==> config.mk <==
export PLATFORM = sky130hd
export DESIGN_NAME = s1_dist
export DESIGN_NICKNAME = d
export VERILOG_FILES = /design/src/rtl/s1_dist.sv
export SDC_FILE = /design/constraint.sdc
export NUM_CORES = 1
export LEC_CHECK = 0
export BUFFER_PORTS_ARGS = -buffer_cell sky130_fd_sc_hd__buf_2
export CORE_MARGIN = 2
export CORE_UTILIZATION = 47
export CTS_BUF_LIST = sky130_fd_sc_hd__clkbuf_16
export DETAILED_ROUTE_END_ITERATION = 7
export PLACE_DENSITY = 0.77
export SETUP_SLACK_MARGIN = 0.15
export SYNTH_ARGS = -nofsm -noshare
export SYNTH_HDL_FRONTEND = slang
export SYNTH_SLANG_ARGS = --single-unit
==> constraint.sdc <==
create_clock -name clk -period 2.2 [get_ports clk]
set_clock_uncertainty 0.2 [all_clocks]
set_input_delay 0.33 -clock clk [delete_from_list [all_inputs] [get_ports clk]]
set_output_delay 0.33 -clock clk [all_outputs]
set_load 0.03 [all_outputs]
==> src/rtl/s1_dist.sv <==
// s1_dist: registered 1-to-4 distributor with per-channel valid flags,
// read strobes, round-robin auto-steering and sticky overflow detection.
//
// Ports:
//   clk      rising-edge clock
//   CLR      asynchronous active-low reset
//   D        data word to distribute (size bits)
//   A1/B1/A0 channel select, channel = {(A1|B1), A0}
//   LD       load request
//   AUTO     1 = steer by internal pointer, 0 = steer by A1/B1/A0
//   RD       per-channel read/acknowledge strobe
//   OVF_CLR  synchronous clear of the sticky overflow flag
//   Q0..Q3   channel holding registers
//   V        per-channel valid flags
//   OVF      sticky overflow (a load was dropped)
//   ptr      round-robin pointer
//   drop_cnt saturating drop counter (only with S1_DIST_DROPCNT_EN)
//
// Optional feature macro: S1_DIST_DROPCNT_EN adds drop_cnt [7:0].
module s1_dist #(
  parameter int size = 5
) (
  input  logic            clk,
  input  logic            CLR,
  input  logic [size-1:0] D,
  input  logic            A1,
  input  logic            B1,
  input  logic            A0,
  input  logic            LD,
  input  logic            AUTO,
  input  logic [3:0]      RD,
  input  logic            OVF_CLR,
  output logic [size-1:0] Q0,
  output logic [size-1:0] Q1,
  output logic [size-1:0] Q2,
  output logic [size-1:0] Q3,
  output logic [3:0]      V,
`ifdef S1_DIST_DROPCNT_EN
  output logic [7:0]      drop_cnt,
`endif
  output logic            OVF,
  output logic [1:0]      ptr
);

  logic [size-1:0] q_q [4];
  logic [size-1:0] q_d [4];
  logic [3:0]      v_q, v_d;
  logic            ovf_q, ovf_d;
  logic [1:0]      ptr_q, ptr_d;

  logic [1:0] sel;
  logic       accept;
  logic       drop;

  assign sel    = AUTO ? ptr_q : {(A1 | B1), A0};
  // A full channel still accepts when it is read in the same cycle.
  assign accept = LD & (~v_q[sel] | RD[sel]);
  assign drop   = LD & v_q[sel] & ~RD[sel];

  always_comb begin
    q_d = q_q;
    v_d = v_q;
    for (int i = 0; i < 4; i++) begin
      if (accept && (sel == 2'(i))) begin
        q_d[i] = D;
        v_d[i] = 1'b1;
      end else if (RD[i]) begin
        v_d[i] = 1'b0;
      end
    end
  end

  always_comb begin
    ptr_d = ptr_q;
    if (AUTO && accept)
      ptr_d = ptr_q + 2'd1;
  end

  // Set wins over clear.
  always_comb begin
    ovf_d = ovf_q;
    if (drop)
      ovf_d = 1'b1;
    else if (OVF_CLR)
      ovf_d = 1'b0;
  end

  always_ff @(posedge clk or negedge CLR) begin
    if (!CLR) begin
      for (int i = 0; i < 4; i++)
        q_q[i] <= '0;
      v_q   <= 4'b0000;
      ovf_q <= 1'b0;
      ptr_q <= 2'b00;
    end else begin
      q_q   <= q_d;
      v_q   <= v_d;
      ovf_q <= ovf_d;
      ptr_q <= ptr_d;
    end
  end

`ifdef S1_DIST_DROPCNT_EN
  logic [7:0] cnt_q, cnt_d;

  // Clear restarts the count, keeping a drop seen in the same cycle.
  always_comb begin
    cnt_d = cnt_q;
    if (OVF_CLR)
      cnt_d = drop ? 8'd1 : 8'd0;
    else if (drop && (cnt_q != 8'hFF))
      cnt_d = cnt_q + 8'd1;
  end

  always_ff @(posedge clk or negedge CLR) begin
    if (!CLR)
      cnt_q <= 8'd0;
    else
      cnt_q <= cnt_d;
  end

  assign drop_cnt = cnt_q;
`endif

  assign Q0  = q_q[0];
  assign Q1  = q_q[1];
  assign Q2  = q_q[2];
  assign Q3  = q_q[3];
  assign V   = v_q;
  assign OVF = ovf_q;
  assign ptr = ptr_q;

endmodule

## Word-level counts from Yosys, hierarchy flattened

Index checks and enable logic that the tools add are counted.

| word-level totals | value |
|---|---|
| output and inout port bits | 27 |
| input bits | 17 |
| logic and storage cells | 48 |
| register bits | 27 |

| operators by class | value |
|---|---|
| reductions and logical operators | 11 |
| multiplexer cells | 15 |
| equal/unequal tests | 3 |
| bitwise gates (word level) | 7 |
| $add $sub $neg | 1 |
| order comparisons | 1 |

Operator list:

| kind | number |
|---|---|
| 2-to-1 mux 1 bit | 12 |
| nonzero test 2 bit | 5 |
| logical AND 1 bit | 5 |
| binary-select mux 1 bit (select 2 bit) | 2 |
| == test 2 bit (second input constant) | 2 |
| AND 1 bit | 3 |
| less-than comparator 2 x 3 -> 1 bit (second input constant) | 1 |
| adder 2 x 1 -> 2 bit (second input constant) | 1 |
| == test 2 x 1 -> 1 bit (second input constant) | 1 |
| zero test 2 bit | 1 |
| 2-to-1 mux 2 bit | 1 |
| NOT 1 bit | 2 |
| OR 1 bit | 2 |

## Logic depth before layout (Yosys ltp)

Gate-level depths: netlist (run 1).

| logic depth | value |
|---|---|
| word-level depth | 9 |
| gate-level depth with buffers | 5 |
| depth with buffers taken out | 4 |

## Least setup slack after synthesis (run 1)

No wires, ideal clock.

| timing path | value |
|---|---|
| path type | reg-to-reg |
| start point | register ptr_q[0] (netlist: ptr[0]) |
| end point | register q_q (netlist bit Q2[0]) |
| slack | 0.313 ns |
| data required time | 1.875 ns |
| buffers on the path | 0 |
| stages on the path, launching flop included | 5 |
| arrival | 1.562 ns |
| path through | dfrtp_1 -> mux2i_1 -> nand2_1 -> nor3_4 -> mux2_2 |

| on the way | value |
|---|---|
| word-level cells in the longest chain between the ends | 7 |

Ends and longest elaborated chain:

| item | line | text |
|---|---|---|
| start, declared | 49 | `logic [1:0] ptr_q, ptr_d;` |
| start signal, assigned | 99 | `ptr_q <= ptr_d;` |
| 2-to-1 mux 2 bit * | 55 | `assign sel = AUTO ? ptr_q : {(A1 \| B1), A0};` |
| binary-select mux 1 bit (select 2 bit) | 57 | `assign accept = LD & (~v_q[sel] \| RD[sel]);` |
| 2-to-1 mux 1 bit (implied by the code) | 57 |  |
| NOT 1 bit | 57 |  |
| OR 1 bit | 57 |  |
| AND 1 bit | 57 |  |
| logical AND 1 bit * | 64 | `if (accept && (sel == 2'(i))) begin` |
| end signal, assigned | 96 | `q_q <= q_d;` |
| end, declared | 45 | `logic [size-1:0] q_q [4];` |

Every way passes the cells marked *; elsewhere a longest branch is shown, timed or not. The select of a mux whose other input is x is not followed.
A chain may end at the register's enable or synchronous reset.

## Worst setup path after layout (run 1)

| timing path | value |
|---|---|
| start point | register ptr_q[0] (netlist: ptr[0]) |
| end point | register q_q (netlist bit Q2[1]) |

Same word-level chain as after synthesis.

==> impl_metrics.json, run 1 <==
{
  "outcome": "complete, no violations",
  "start_kind": "register",
  "wl_per_cell_microns": 14.5,
  "hold_viol": 0,
  "grt_pass1_wl_microns": 3570,
  "setup_viol": 0,
  "first_iter_violations": 4,
  "cts_root_buf": "clkbuf_16",
  "yosys_warnings": 0,
  "die_h_microns": 53.5,
  "syn_to_final_growth_pct": 29.1,
  "use_met2": 0.290,
  "synth_fp_nets": 98,
  "ioPinCount": 44,
  "dpl.hpwl_microns": 1620,
  "antenna_found_initial": 0,
  "postRouteAntennaNets": 0,
  "viasPerCell": 5.21,
  "overflow": 0,
  "synth_cells": 81,
  "reg2reg_to": "Q2[1]$_DFFE_PN0P_",
  "antenna_cells": 0,
  "rsz0062_at_grt": "no",
  "drv_slew": 0,
  "synth_top_family_by_area": "multiplexers",
  "worst_slew_pin_slew_ns": 0.583,
  "cp-end-kind": "register",
  "ys_seq_area_frac": 0.586,
  "postCtsSetupBuffers": 0,
  "cap_violations": 0,
  "drt_pass1_iterations": 4,
  "post-place-ws_ns": 0.0944,
  "rows": 17,
  "core_sq_um": 2250,
  "synth_cell_types": 25,
  "grt_util_met3": 0.0254,
  "first_global_vias": 764,
  "synth_compound_area_frac": 0.0380,
  "r2r_slack_ns": 0.26,
  "cp_max_fo": 6,
  "critPathArrivalTime_ns": 1.89,
  "worstHoldPathCells": 2,
  "clock.fmax_ghz": 0.515,
  "utilization": 0.660,
  "min_period_ns": 1.94,
  "die_w_microns": 53.5,
  "p_leak_nw": 0.754,
  "slew_headroom": 0.611,
  "synth_adder_area_share": 0,
  "final_nets": 147,
  "vias": 818,
  "rr_worst_depth": 4,
  "cts.sinks": 27,
  "clk_latency_ns": 0.26,
  "numPortBuffers": 43,
  "tritoncts": "done",
  "fp.dieArea_sq_um": 2860,
  "powerDensity_nw_per_um2": 1610,
  "fillers": 182,
  "synth_area_per_cell_sq_um": 14.2,
  "setup_slack_ns": 0.257,
  "initial_utilization": 0.511,
  "tns_ns": 0,
  "use_met1": 0.233,
  "cts_max_level": 1,
  "cp-startpoint": "ptr[0]$_DFFE_PN0P_",
  "clock_path_buffers": 2,
  "muxShareOfSynthArea": 0.220,
  "ir_drop_mv": 1.18,
  "drc_errors": 0,
  "synth_xor_area_frac": 0.00760,
  "gp_congestion": 0.762,
  "min_path_type": "primary input to register",
  "layout-drive-gt1-share": 0.558,
  "post-route-period-util": 0.883,
  "grt.busiest_layer": "met2",
  "grt_usage": 0.177,
  "post_synth_and_or_nand_nor_area_fraction": 0.135,
  "reg2reg_from": "ptr[0]$_DFFE_PN0P_",
  "crit_type": "register to register",
  "cp.required_ns": 2.14,
  "min_from": "D[4]",
  "whs_ns": 0.144,
  "grt_max_degree": 28,
  "clk_pin_slew_worst_paths_ns": 0.06,
  "netlist_area_sq_um": 1150,
  "ys_ff_latch": 27,
  "numCtsBuffers": 3,
  "hold_path_end": "Q3[4]$_DFFE_PN0P_",
  "routed_wl_microns": 2280
}
-- final cells by class --
cell class / instances / area (sq um) / share of cell area
Sequential cell: 27 / 676 / 0.454
Multi-Input combinational cell: 52 / 462 / 0.310
Clock buffer: 3 / 75.1 / 0.0505
Tap cell: 28 / 35.0 / 0.0235
Clock inverter: 1 / 3.75 / 0.00252
Timing Repair Buffer: 45 / 233 / 0.156
Inverter: 1 / 3.75 / 0.00252
-- flip-flops by register name, summed over array words and instances, names as in the netlist --
signal / cells
Q0: 5
Q1: 5
Q2: 5
Q3: 5
V: 4
ptr: 2
OVF: 1
-- Yosys cell counts --
library cell | instances | area [sq um]
dfrtp_1 | 27 | 676
mux2_2 | 15 | 169
mux2_4 | 5 | 75.1
nand2_1 | 5 | 18.8
nand2b_1 | 3 | 18.8
nand3_1 | 3 | 15.0
nor2b_1 | 3 | 18.8
nand4_1 | 2 | 12.5
or2_2 | 2 | 12.5
a211o_1 | 1 | 8.76
a21boi_0 | 1 | 7.51
a21oi_1 | 1 | 5.00
a32o_1 | 1 | 10.0
and2_4 | 1 | 8.76
and3_1 | 1 | 6.26
buf_6 | 1 | 11.3
inv_1 | 1 | 3.75
mux2i_1 | 1 | 10.0
nand4b_1 | 1 | 8.76
nor3_4 | 1 | 16.3
o211ai_1 | 1 | 7.51
o21ai_0 | 1 | 5.00
or2b_1 | 1 | 7.51
or3_4 | 1 | 11.3
xor2_1 | 1 | 8.76
-- routing by layer --
| metal | vias to the layer above | wire length, microns | share of wire |
|---|---|---|---|
| met5 | - | 0 | 0 |
| li1 | 388 | - | - |
| met4 | 0 | 41 | 0.018 |
| met1 | 394 | 1020 | 0.45 |
| met2 | 32 | 1060 | 0.47 |
| met3 | 4 | 157 | 0.069 |
-- critical path, stage by stage, from the launching register on --
cell and delay, ns:
dfrtp_1 0.40, mux2i_1 0.33, nand2_1 0.15, nor3_4 0.36, mux2_2 0.38
-- kinds of logic (layout without fill, tap and decap cells) --
kind of cell	after synthesis	count (layout)
DFF	27	27
and+or+nand+nor	24	24
muxes	21	21
AOI/OAI and AO/OA	6	6
buffers and inverters	2	50
xor gates and xnor gates	1	1
-- through the flow --
stage	power, mW	cells	area (sq um)
6_report	2.39	157	1490
5_1_grt	2.51	157	1490
4_1_cts	2.41	157	1490
3_5_place_dp	2.01	152	1400
3_3_place_gp	1.99	152	1400
2_1_floorplan	1.67	81	1150
-- report_power, final --
part	total, mW	internal [mW]	switching (mW)
clock	0.401	0.243	0.158
combinational	1.14	0.420	0.718
sequential	0.856	0.729	0.127
-- cells in the final DEF, fill, tap and decap left out, types with 2 or more instances in the layout --
master and instances:
clkbuf_16 3, inv_1 2, nand3_1 3, nand4_1 2
buf_2 43, nor2b_1 3, dfrtp_1 27, mux2_4 5
nand2_1 5, nand2b_1 3, mux2_2 15, or2_2 2
-- how the worst max path moves through the flow --
stage	cells past startpoint	to	slack [ns]
floorplan	4	Q2[0]$_DFFE_PN0P_	0.31
global placement	5	Q2[0]$_DFFE_PN0P_	0.14
detailed placement	5	Q2[1]$_DFFE_PN0P_	0.09
CTS	4	Q2[1]$_DFFE_PN0P_	0.23
global route	4	Q2[0]$_DFFE_PN0P_	0.16
finish	4	Q2[1]$_DFFE_PN0P_	0.26
-- what timing repair did --
item / CTS / global route
endpoints found under the hold margin: 27 / 0
hold buffers: 1 / 0
resized for setup: 0 / 0
No activity file was read; power rests on OpenSTA's default activity.
==> run 2, diff against run 1 <==
--- a/config.mk
+++ b/config.mk
@@ -6,7 +6,7 @@
 export NUM_CORES = 1
 export LEC_CHECK = 0
 export BUFFER_PORTS_ARGS = -buffer_cell sky130_fd_sc_hd__buf_2
-export CORE_MARGIN = 2
+export CORE_MARGIN = 1
 export CORE_UTILIZATION = 47
 export CTS_BUF_LIST = sky130_fd_sc_hd__clkbuf_16
 export DETAILED_ROUTE_END_ITERATION = 7
==> run 2 against run 1 <==
Net effect:
- fmax rose by 1.8%
- count of clock-buffer cells in the layout did not move
- setup slack improved by 0.035 ns
- clock power fell by 2%
==> impl_metrics.json, run 2 (synthesized netlist as in run 1, its figures left out) <==
{
  "outcome": "complete, no violations",
  "cp_max_fo": 6,
  "viasPerCell": 5.27,
  "drv_slew": 0,
  "power_mw": 2.41,
  "wl_per_cell_microns": 15.2,
  "gp_congestion": 0.752,
  "first_iter_violations": 8,
  "drc_errors": 0,
  "grt_usage": 0.202,
  "overflow": 0,
  "final_cells": 157,
  "die_h_microns": 51.5,
  "crit_type": "register to register",
  "numPortBuffers": 43,
  "grt_max_degree": 28,
  "multiInputGateArea_sq_um": 465,
  "m1WireLength_microns": 973,
  "hold_viol": 0,
  "p_leak_nw": 0.751,
  "pwr-share-seq": 0.359,
  "regArea_sq_um": 676,
  "cp.required_ns": 2.14,
  "antenna_cells": 0,
  "final_nets": 147,
  "cap_violations": 0,
  "tns_ns": 0,
  "critPathArrivalTime_ns": 1.85,
  "clock_path_buffers": 2,
  "cts_max_level": 1,
  "syn_to_final_growth_pct": 29.5,
  "critPathSlowestCell": "dfrtp_1",
  "clk_latency_ns": 0.25,
  "clock.fmax_ghz": 0.524,
  "rows": 17,
  "power_switching_mw": 1.01,
  "cp.buffers_inverters": 0,
  "setup_slack_ns": 0.292,
  "mostFrequentLayoutCells": "43 x buf_2, 27 x dfrtp_1, 15 x mux2_2",
  "wl_met2_microns": 1260,
  "switching_share": 0.420,
  "p_int_mw": 1.40,
  "fillers": 196,
  "routed.top_layer": "met4",
  "layout.cells.most_common": "buf_2",
  "first_global_vias": 824,
  "clock_power_share": 0.164,
  "initial_utilization": 0.511,
  "postCtsSetupBuffers": 0,
  "worst_slew_pin_slew_ns": 0.596,
  "drt_pass1_iterations": 4,
  "post-place-ws_ns": 0.0636,
  "fp.dieArea_sq_um": 2650,
  "start_kind": "register",
  "antenna_found_initial": 0,
  "min_period_ns": 1.91,
  "dpl.hpwl_microns": 1740,
  "tritoncts": "done",
  "numCtsBuffers": 3,
  "post-route-period-util": 0.867,
  "die_w_microns": 51.5,
  "clk_pin_slew_worst_paths_ns": 0.06,
  "crit_path_max_incr_delay_ns": 0.41,
  "ir_drop_mv": 0.984,
  "crit_family": "multiplexers",
  "met3WireLength_microns": 140,
  "grt_pass1_wl_microns": 3830,
  "dp.cells": 152,
  "cts_root_buf": "clkbuf_16",
  "vias": 828,
  "cp-end-kind": "register",
  "rsz0062_at_grt": "no",
  "postRouteAntennaNets": 0,
  "cts.sinks": 27,
  "min_path_type": "primary input to register",
  "crit_chain": "mux2i_2, nand2_1, nor3_4, mux2_2",
  "setup_viol": 0,
  "slew_headroom": 0.602,
  "layout-drive-gt1-share": 0.574,
  "ioPinCount": 44,
  "routed_wl_microns": 2380,
  "core_sq_um": 2250,
  "comb_power_share": 0.477,
  "powerDensity_nw_per_um2": 1610
}
==> run 2: changes by cell type in the layout (fill, tap and decap cells not counted), sizes merged <==
cell	delta
inv	-1
clkinv	+1
==> run 2: power by group through the flow <==
stage	sequential (mW)	clock, mW	combinational [mW]
2_1_floorplan	1.32	0	0.349
3_3_place_gp	0.853	0	1.13
3_5_place_dp	0.862	0	1.15
4_1_cts	0.863	0.407	1.16
5_1_grt	0.891	0.426	1.21
6_report	0.864	0.394	1.15
==> run 2: final cells by class <==
type                    count  area share
multi-input cells          52       0.312
clock inverters             1     0.00335
inverters                   1     0.00251
well taps                  28      0.0235
repair buffers             45       0.156
clock buffers               3      0.0503
flip-flops and latches     27       0.453
==> run 2: timing repair <==
item	4_1_cts	5_1_grt
setup endpoints to repair	0	5
gates resized for setup	0	1
hold endpoints to repair	27	0
hold buffers	1	0
==> run 2: final timing paths <==
kind                                         start  slack [ns]  depth (start not counted)           endpoint
worst min-delay path                          D[2]        0.14                          2  Q3[2]$_DFFE_PN0P_
worst min register to register     OVF$_DFFE_PN0P_        0.29                          1    OVF$_DFFE_PN0P_
worst max register to register  ptr[0]$_DFFE_PN0P_        0.29                          4  Q2[2]$_DFFE_PN0P_
max in group asynchronous                      CLR        1.00                          2  Q0[0]$_DFFE_PN0P_
worst max-delay path            ptr[0]$_DFFE_PN0P_        0.29                          4  Q2[2]$_DFFE_PN0P_
min in group asynchronous                      CLR        0.41                          2  Q2[4]$_DFFE_PN0P_
==> run 2: routing by layer <==
layer  up-vias  GRT usage
li1        384          -
met1       411      0.242
met2        31      0.364
met3         2     0.0351
met4         0     0.0676
met5         -          0
==> run 2: metrics by stage <==
stage | hold slack [ns] | instance area [sq um] | utilization
2_1_floorplan | -0.166 | 1150 | -
3_3_place_gp | 0.155 | 1400 | 0.620
3_5_place_dp | 0.172 | 1400 | 0.620
4_1_cts | 0.140 | 1490 | 0.660
5_1_grt | 0.150 | 1490 | 0.662
6_report | 0.144 | 1490 | 0.662
